--- config.mk ---
export PLATFORM = sky130hd
export DESIGN_NAME = pc_unit
export DESIGN_NICKNAME = d
export VERILOG_FILES = /design/src/rtl/pc_unit.sv
export SDC_FILE = /design/constraint.sdc
export NUM_CORES = 1
export LEC_CHECK = 0
export CORE_AREA = 2 2 117 119
export CTS_BUF_LIST = sky130_fd_sc_hd__clkbuf_16
export CTS_CLUSTER_DIAMETER = 30
export CTS_CLUSTER_SIZE = 16
export DETAILED_ROUTE_END_ITERATION = 8
export DIE_AREA = 0 0 119 121
export GPL_TIMING_DRIVEN = 0
export PLACE_DENSITY = 0.85
export SETUP_SLACK_MARGIN = 0.5
export SKIP_CTS_REPAIR_TIMING = 1
export SYNTH_ARGS = -nofsm -noshare
export SYNTH_HDL_FRONTEND = slang
export SYNTH_SLANG_ARGS = --single-unit
--- constraint.sdc ---
create_clock -name clk -period 3.3 [get_ports clk]
set_clock_uncertainty 0.05 [all_clocks]
set_input_delay 0.495 -clock clk [delete_from_list [all_inputs] [get_ports clk]]
set_output_delay 0.495 -clock clk [all_outputs]
set_load 0.01 [all_outputs]
--- src/rtl/pc_unit.sv ---
// pc_unit: program-counter unit at the head of the IF stage.
//
// Holds the fetch PC and picks the next PC by fixed priority:
//   trap entry > misaligned redirect (treated as a trap) > trap return
//   > aligned redirect > sequential increment > stall (hold).
// A BOOT/RUN/HALT controller gates fetch for debug halting, and a
// saturating counter records RUN cycles spent stalled.
//
// Handshake note: this block has no valid/ready pairs. Every request input
// (trap_valid, redirect_valid, mret_valid, halt_req, resume) is a
// single-cycle level sampled on the rising clk edge. It is consumed on that
// edge with no back-pressure. flush is combinational in the request cycle,
// so IF/ID can squash the wrong-path instruction it would latch on that edge.
//
// Ports:
//   clk, rst        clock; asynchronous active-high reset
//   pc_write        1 = IF may advance, 0 = stall
//   redirect_valid  taken branch/jump from EX, target in redirect_pc
//   trap_valid      exception/ecall, faulting address in trap_epc
//   mret_valid      trap return to mepc
//   halt_req        debug halt request
//   resume          debug resume
//   pc              current fetch PC
//   if_valid        pc is a valid fetch this cycle (state == RUN)
//   flush           squash the IF/ID instruction (wrong path)
//   mepc            captured trap return address
//   misalign        sticky flag: a misaligned redirect has occurred
//   halted          state == HALT
//   stall_cnt       saturating count of RUN cycles with pc_write = 0
//   state_dbg       raw controller state (BOOT=0, RUN=1, HALT=2)
module pc_unit #(
  parameter int              WIDTH     = 32,
  parameter logic [WIDTH-1:0] RESET_VEC = '0,
  parameter logic [WIDTH-1:0] TRAP_VEC  = WIDTH'(32'h0000_1000),
  parameter int              IALIGN    = 4
) (
  input  logic             clk,
  input  logic             rst,
  input  logic             pc_write,
  input  logic             redirect_valid,
  input  logic [WIDTH-1:0] redirect_pc,
  input  logic             trap_valid,
  input  logic [WIDTH-1:0] trap_epc,
  input  logic             mret_valid,
  input  logic             halt_req,
  input  logic             resume,
  output logic [WIDTH-1:0] pc,
  output logic             if_valid,
  output logic             flush,
  output logic [WIDTH-1:0] mepc,
  output logic             misalign,
  output logic             halted,
  output logic [WIDTH-1:0] stall_cnt,
  output logic [1:0]       state_dbg
);

  localparam int              ALIGN_BITS = $clog2(IALIGN);
  localparam logic [WIDTH-1:0] STEP       = WIDTH'(IALIGN);

  typedef enum logic [1:0] {
    BOOT = 2'd0,
    RUN  = 2'd1,
    HALT = 2'd2
  } state_t;

  state_t           state, state_d;
  logic [WIDTH-1:0] pc_d, mepc_d, stall_cnt_d;
  logic             misalign_d;
  logic             redirect_misaligned;

  // Low address bits of the target must be zero for a legal instruction fetch.
  assign redirect_misaligned = |redirect_pc[ALIGN_BITS-1:0];

  always_ff @(posedge clk or posedge rst) begin
    if (rst) begin
      state     <= BOOT;
      pc        <= RESET_VEC;
      mepc      <= '0;
      misalign  <= 1'b0;
      stall_cnt <= '0;
    end else begin
      state     <= state_d;
      pc        <= pc_d;
      mepc      <= mepc_d;
      misalign  <= misalign_d;
      stall_cnt <= stall_cnt_d;
    end
  end

  always_comb begin
    state_d     = state;
    pc_d        = pc;
    mepc_d      = mepc;
    misalign_d  = misalign;
    stall_cnt_d = stall_cnt;
    flush       = 1'b0;

    unique case (state)
      BOOT: begin
        // One dead cycle after reset so the first valid fetch is RESET_VEC.
        state_d = RUN;
      end

      RUN: begin
        flush = trap_valid | redirect_valid | mret_valid;

        if (trap_valid) begin
          pc_d   = TRAP_VEC;
          mepc_d = trap_epc;
        end else if (redirect_valid && redirect_misaligned) begin
          pc_d       = TRAP_VEC;
          mepc_d     = redirect_pc;
          misalign_d = 1'b1;
        end else if (mret_valid) begin
          pc_d = mepc;
        end else if (redirect_valid) begin
          pc_d = redirect_pc;
        end else if (pc_write) begin
          pc_d = pc + STEP;
        end else if (stall_cnt != '1) begin
          stall_cnt_d = stall_cnt + WIDTH'(1);
        end

        // The PC update above still happens on the edge that enters HALT.
        if (halt_req) begin
          state_d = HALT;
        end
      end

      HALT: begin
        // resume has priority over a simultaneous halt_req.
        if (resume) begin
          state_d = RUN;
        end
      end

      default: begin
        state_d = BOOT;
      end
    endcase
  end

  assign if_valid  = (state == RUN);
  assign halted    = (state == HALT);
  assign state_dbg = state;

endmodule

==> results of run 1 <==
==> area by class of cell <==
cell class                 instances  area (um2)
sequential                        99        2480
timing repair buffer             175        1770
buffer                            32         138
multi-input combinational        457        2940
clock buffer                       9         225
fill                            1136        5150
clock inverter                     6         105
tap                              176         220
inverter                          12        48.8
==> power breakdown <==
| group | switching [uW] | internal [uW] | leakage (uW) |
|---|---|---|---|
| Sequential | 500 | 1600 | 0.00129 |
| Combinational | 1190 | 1190 | 0.00176 |
| Clock | 462 | 732 | 0.000157 |
| Total | 2150 | 3530 | 0.00320 |
==> path summary, 6_finish.rpt <==
check | startpoint | endpoint | slack [ns] | cells after the start
worst min-delay path | misalign$_DFFE_PP0P_ | misalign$_DFFE_PP0P_ | 0.42 | 1
min in group asynchronous | rst | mepc[0]$_DFFE_PP0P_ | 0.57 | 2
max in group asynchronous | rst | pc[25]$_DFFE_PP0P_ | 1.98 | 3
worst max-delay path | redirect_valid | flush | 0.50 | 7
worst min register to register | misalign$_DFFE_PP0P_ | misalign$_DFFE_PP0P_ | 0.42 | 1
worst max register to register | stall_cnt[8]$_DFFE_PP0P_ | stall_cnt[1]$_DFFE_PP0P_ | 0.64 | 6
==> kinds of logic (layout without fill, tap and decap cells) <==
| logic type | count (synthesis) | in the layout |
|---|---|---|
| and+or+nand+nor | 225 | 225 |
| AOI/OAI and AO/OA | 157 | 157 |
| DFF | 99 | 99 |
| buffers and inverters | 44 | 234 |
| muxes | 39 | 39 |
| xor gates and xnor gates | 34 | 34 |
| adders and majority gates | 2 | 2 |
==> routing by layer <==
layer | wire [um] | up-vias | part of all wire | global-route usage
li1 | - | 2621 | - | -
met1 | 7740 | 2832 | 0.39 | 0.351
met2 | 9390 | 342 | 0.48 | 0.440
met3 | 1900 | 47 | 0.097 | 0.0752
met4 | 593 | 0 | 0.030 | 0.129
met5 | 0 | - | 0 | 0
==> through the flow <==
step / total power [uW] / utilization / setup TNS, ns / cell area [um2] / std cells
CTS: 5650 / 0.602 / -0.0554 / 7880 / 966
detailed placement: 4460 / 0.577 / -1.25 / 7550 / 951
global route: 5980 / 0.606 / 0 / 7930 / 966
floorplan: 3060 / - / 0 / 5550 / 600
finish: 5680 / 0.606 / 0 / 7930 / 966
global placement: 4390 / 0.574 / -1.14 / 7510 / 949
==> sequential cells by signal (all words and copies together) (netlist names) <==
signal     cells
state_dbg      2
pc            32
stall_cnt     32
misalign       1
mepc          32
==> cells in the mapped netlist (8+ instances only) <==
master,n
nor4_1,13
nor2_1,38
xor2_1,8
nand4_1,21
o22a_1,8
nand3_1,24
dfrtp_1,99
inv_1,11
o31ai_1,8
and3_1,8
clkbuf_1,27
mux2i_1,38
nor3_1,9
a21oi_1,21
xnor2_1,26
o21ai_0,53
nand2_1,79
==> results.toml, run 1 <==
[yosys]
yosys_most_used_dff = "dfrtp_1"
synth.distinct_cells = 60
netlist_area_um2 = 5550
synth_xor_area_frac = 0.0537
synth_top_family_by_area = "simple AND/OR/NAND/NOR gates"
synthAdderAreaFrac = 0.00451
synth_edf_count = 0
synth-compound-area-share = 0.191
synth.area.top_cells = "dfrtp_1, mux2i_1, nand2_1, o21ai_0, xnor2_1"
synth_top_area_cell = "dfrtp_1"
synth_nets = 674
yosys.area_share.simple = 0.203
netlist.area_leader.share = 0.446
synth_seq_area_share = 0.446
ys_async_sr_fraction = 1.00
synth_cells = 600
yosysWarnings = 0
syn_area_per_cell_um2 = 9.25
synth_seq_cells = 99
synth.area.mux_share = 0.0706

[grt]
grt_pass1_vias = 5658
track_usage = 0.276
antenna_found_initial = 0
grt_max_degree = 40
grt_overflow = 0
grt_pass1_wl_mm = 31.2

[sta]
setup_viol = 0
drv_slew = 0
worst_slack_ns = 0.502
final_hold_viol_count = 0
slew_headroom = 0.404
worst_pin_slew_ns = 0.894
clock.fmax_mhz = 357
holdWs_ns = 0.418
rsz0062_at_grt = "yes"
fin_crit_sh = 0.848
post-route-min-period_ns = 2.80

[placed_design]
dp_hpwl_mm = 14.4
dp_slack_ns = -0.207
routabilityCongestion = 0.950
place.port_buffers = 173

[route]
viasPerCell = 6.05
num_vias = 5842
drc = 0
drt_iter0_markers = 411
dr.pass1.iters = 5
post_drt_wl_per_cell_um = 20.3
routed_wl_mm = 19.6
ant_nets = 0

[final_layout]
antenna_cells = 0
layout_commonest_cell = "clkdlybuf4s50_1"
layout.nets = 860
areaGrowthSynthToFinish_pct = 42.9
final_cell_mix = "clkdlybuf4s50_1, dfrtp_1, nand2_1, o21ai_0, mux2i_1"
drive_above_1_share = 0.0456

[worst_setup_path]
critical_path.n_buffers_inverters = 5
arrival_ns = 2.25
crit_slowest_cell = "clkdlybuf4s50_1"
path_class = "in -> out"
cp_top_family = "buffers and inverters"
crit_path_end_kind = "output pin"
startpoint_type = "input port"
path_cells = "clkdlybuf4s50_1, inv_1, buf_2, nand3_2, nand2_1, inv_1, clkdlybuf4s50_1"
worstPathRequired_ns = 2.75
critPathMaxStageDelay_ns = 0.51
worstPathMaxFanout = 10

[clock_network]
clk_path_buf_depth = 2
cts_max_level = 3
cts_tree = "done"
cts_sinks = 99
cts_root_buf = "clkbuf_16"
clock_latency_ns = 0.35
cts_buffers = 9
clkSlewWorstSetupHoldPaths_ns = 0.06

[min_path]
hold_class = "reg -> reg"

[floorplanning]
start_util = 0.424
core_um2 = 13100
fp.dieW_um = 119
dieArea_um2 = 14400
rows = 42
num_io_pins = 174
die_h_um = 121

[power]
leakage_uw = 0.00320
p_per_area_nw_per_um2 = 716
vdd_drop_max_uv = 248

[outcome]
outcome = "completed"

[run]
drv_cap = 0
No activity file was read; power rests on OpenSTA's default activity.
==> run 2, diff against run 1 <==
- clock period: 3.3 -> 2.5 ns (I/O delays scaled with it)
==> run 2 against run 1 <==
- flip-flop and latch count is the same
- combinational power grew 48%
- sequential share of layout area shrank 3.1 points
- non-clock buffer count grew 61
- hold slack lost 0.017 ns
- global-route usage grew 0.19 points
- clock power grew 8%
- via count grew 4.6%
- largest cell class unchanged
- largest power group unchanged
==> results.toml, run 2 (same netlist as run 1, synthesis figures left out) <==
[outcome]
outcome = "completed"

[clock_network]
cts_buffers = 9
cts_tree = "done"
clkSlewWorstSetupHoldPaths_ns = 0.07
cts_root_buf = "clkbuf_16"
cts_sinks = 99
cts_max_level = 3
clk_path_buf_depth = 2
clock_latency_ns = 0.36

[placed_design]
dp.cells = 952
routabilityCongestion = 0.987
place.port_buffers = 173
placed_cell_area_um2 = 7660
dp_hpwl_mm = 14.6

[worst_setup_path]
crit_path_end_kind = "flop"
path_cells = "nand4_1, or4_4, or4_4, buf_8, buf_4, nand4_1, xnor2_1"
crit_slowest_cell = "or4_4"
r2r_slack_ns = 0.08
worstPathMaxFanout = 7
startpoint_type = "flop"
reg2reg_from = "stall_cnt[22]$_DFFE_PP0P_"
critPathMaxStageDelay_ns = 0.56
ff2ff_path_depth = 7
worstPathRequired_ns = 2.72
arrival_ns = 2.64
r2r-end = "stall_cnt[23]$_DFFE_PP0P_"
path_class = "reg -> reg"

[final_layout]
layout.nets = 921
final_cell_mix = "clkdlybuf4s50_1, dfrtp_1, nand2_1, buf_4, o21ai_0"
areaGrowthSynthToFinish_pct = 60.3
fin_cells = 1029
drive_above_1_share = 0.229
layout.area.seq_um2 = 2500
multi_input_area_um2 = 3330
top_regs = "mepc: 32 flops, pc: 32 flops, stall_cnt: 32 flops"
nFillCells = 995
final_cell_area_um2 = 8900
layout_commonest_cell = "clkdlybuf4s50_1"

[route]
num_vias = 6108
drc = 0
viasPerCell = 5.94
dr.pass1.iters = 5
drt_iter0_markers = 511
routed_wl_mm = 21.6
post_drt_wl_per_cell_um = 21.0
ant_nets = 0

[grt]
grt_pass1_vias = 5558
grt_max_degree = 28
grt_pass1_wl_mm = 31.2
grt_overflow = 0
track_usage = 0.278
antenna_found_initial = 1

[power]
vdd_drop_max_uv = 395
p_per_area_nw_per_um2 = 857
p_seq_frac = 0.368
leakage_uw = 0.00379
p_int_uw = 4610
p_clk_frac = 0.168
netSwitchingPower_uw = 3010
swShare = 0.395
p_comb_frac = 0.463

[sta]
fin_crit_sh = 0.967
worst_pin_slew_ns = 0.873
clock.fmax_mhz = 414
final_hold_viol_count = 0
rsz0062_at_grt = "yes"
setup_viol = 0
post-route-min-period_ns = 2.42
drv_slew = 0
slew_headroom = 0.418

[floorplanning]
rows = 42
num_io_pins = 174
start_util = 0.424
dieArea_um2 = 14400
die_h_um = 121
core_um2 = 13100
fp.dieW_um = 119

[run]
drv_cap = 0

[min_path]
hold_class = "in -> async"
==> run 2: worst max-delay path by stage <==
stage / from / to / depth (start not counted)
6_report: stall_cnt[22]$_DFFE_PP0P_ / stall_cnt[23]$_DFFE_PP0P_ / 7
5_1_grt: stall_cnt[24]$_DFFE_PP0P_ / stall_cnt[23]$_DFFE_PP0P_ / 7
4_1_cts: trap_valid / pc[9]$_DFFE_PP0P_ / 7
3_5_place_dp: trap_valid / pc[9]$_DFFE_PP0P_ / 7
3_3_place_gp: trap_valid / pc[9]$_DFFE_PP0P_ / 7
2_1_floorplan: stall_cnt[12]$_DFFE_PP0P_ / stall_cnt[1]$_DFFE_PP0P_ / 6
==> run 2: critical path, delay by kind of cell (launching register included) <==
family,cells,cell delay [ns]
buffers and inverters,2,0.31
flip-flops,1,0.40
XOR/XNOR,1,0.14
AND/OR/NAND/NOR,4,1.44
==> run 2: final cells by class <==
cell class | count | area share
well taps | 176 | 0.0248
clock buffers | 9 | 0.0253
inverters | 12 | 0.00591
plain buffers | 32 | 0.0241
diodes | 1 | 0.000281
multi-input cells | 457 | 0.375
clock inverters | 7 | 0.00408
repair buffers | 236 | 0.259
flip-flops and latches | 99 | 0.282
==> run 2: metal layers <==
layer | vias up | GRT usage | part of all wire
li1 | 2748 | - | -
met1 | 2946 | 0.355 | 0.39
met2 | 343 | 0.439 | 0.48
met3 | 71 | 0.0827 | 0.099
met4 | 0 | 0.123 | 0.035
met5 | - | 0 | 0
==> run 2: through the flow <==
step	utilization	setup TNS, ns	setup slack [ns]	hold slack, ns	power (uW)
after global routing	0.680	0	0.0277	0.430	8020
after floorplan	-	0	0.208	0.442	4070
after CTS	0.605	-10.86	-0.719	0.417	7190
after global placement	0.581	-48.95	-1.00	0.402	5820
final	0.680	0	0.0827	0.402	7620
after detailed placement	0.585	-34.99	-1.04	0.406	5910
==> run 2: power groups by stage <==
stage / clock, uW / sequential (uW) / combinational [uW]
floorplan: 0 / 2850 / 1220
global placement: 0 / 2770 / 3040
finish: 1280 / 2810 / 3530
detailed placement: 0 / 2790 / 3120
CTS: 1290 / 2760 / 3130
global route: 1360 / 2880 / 3780
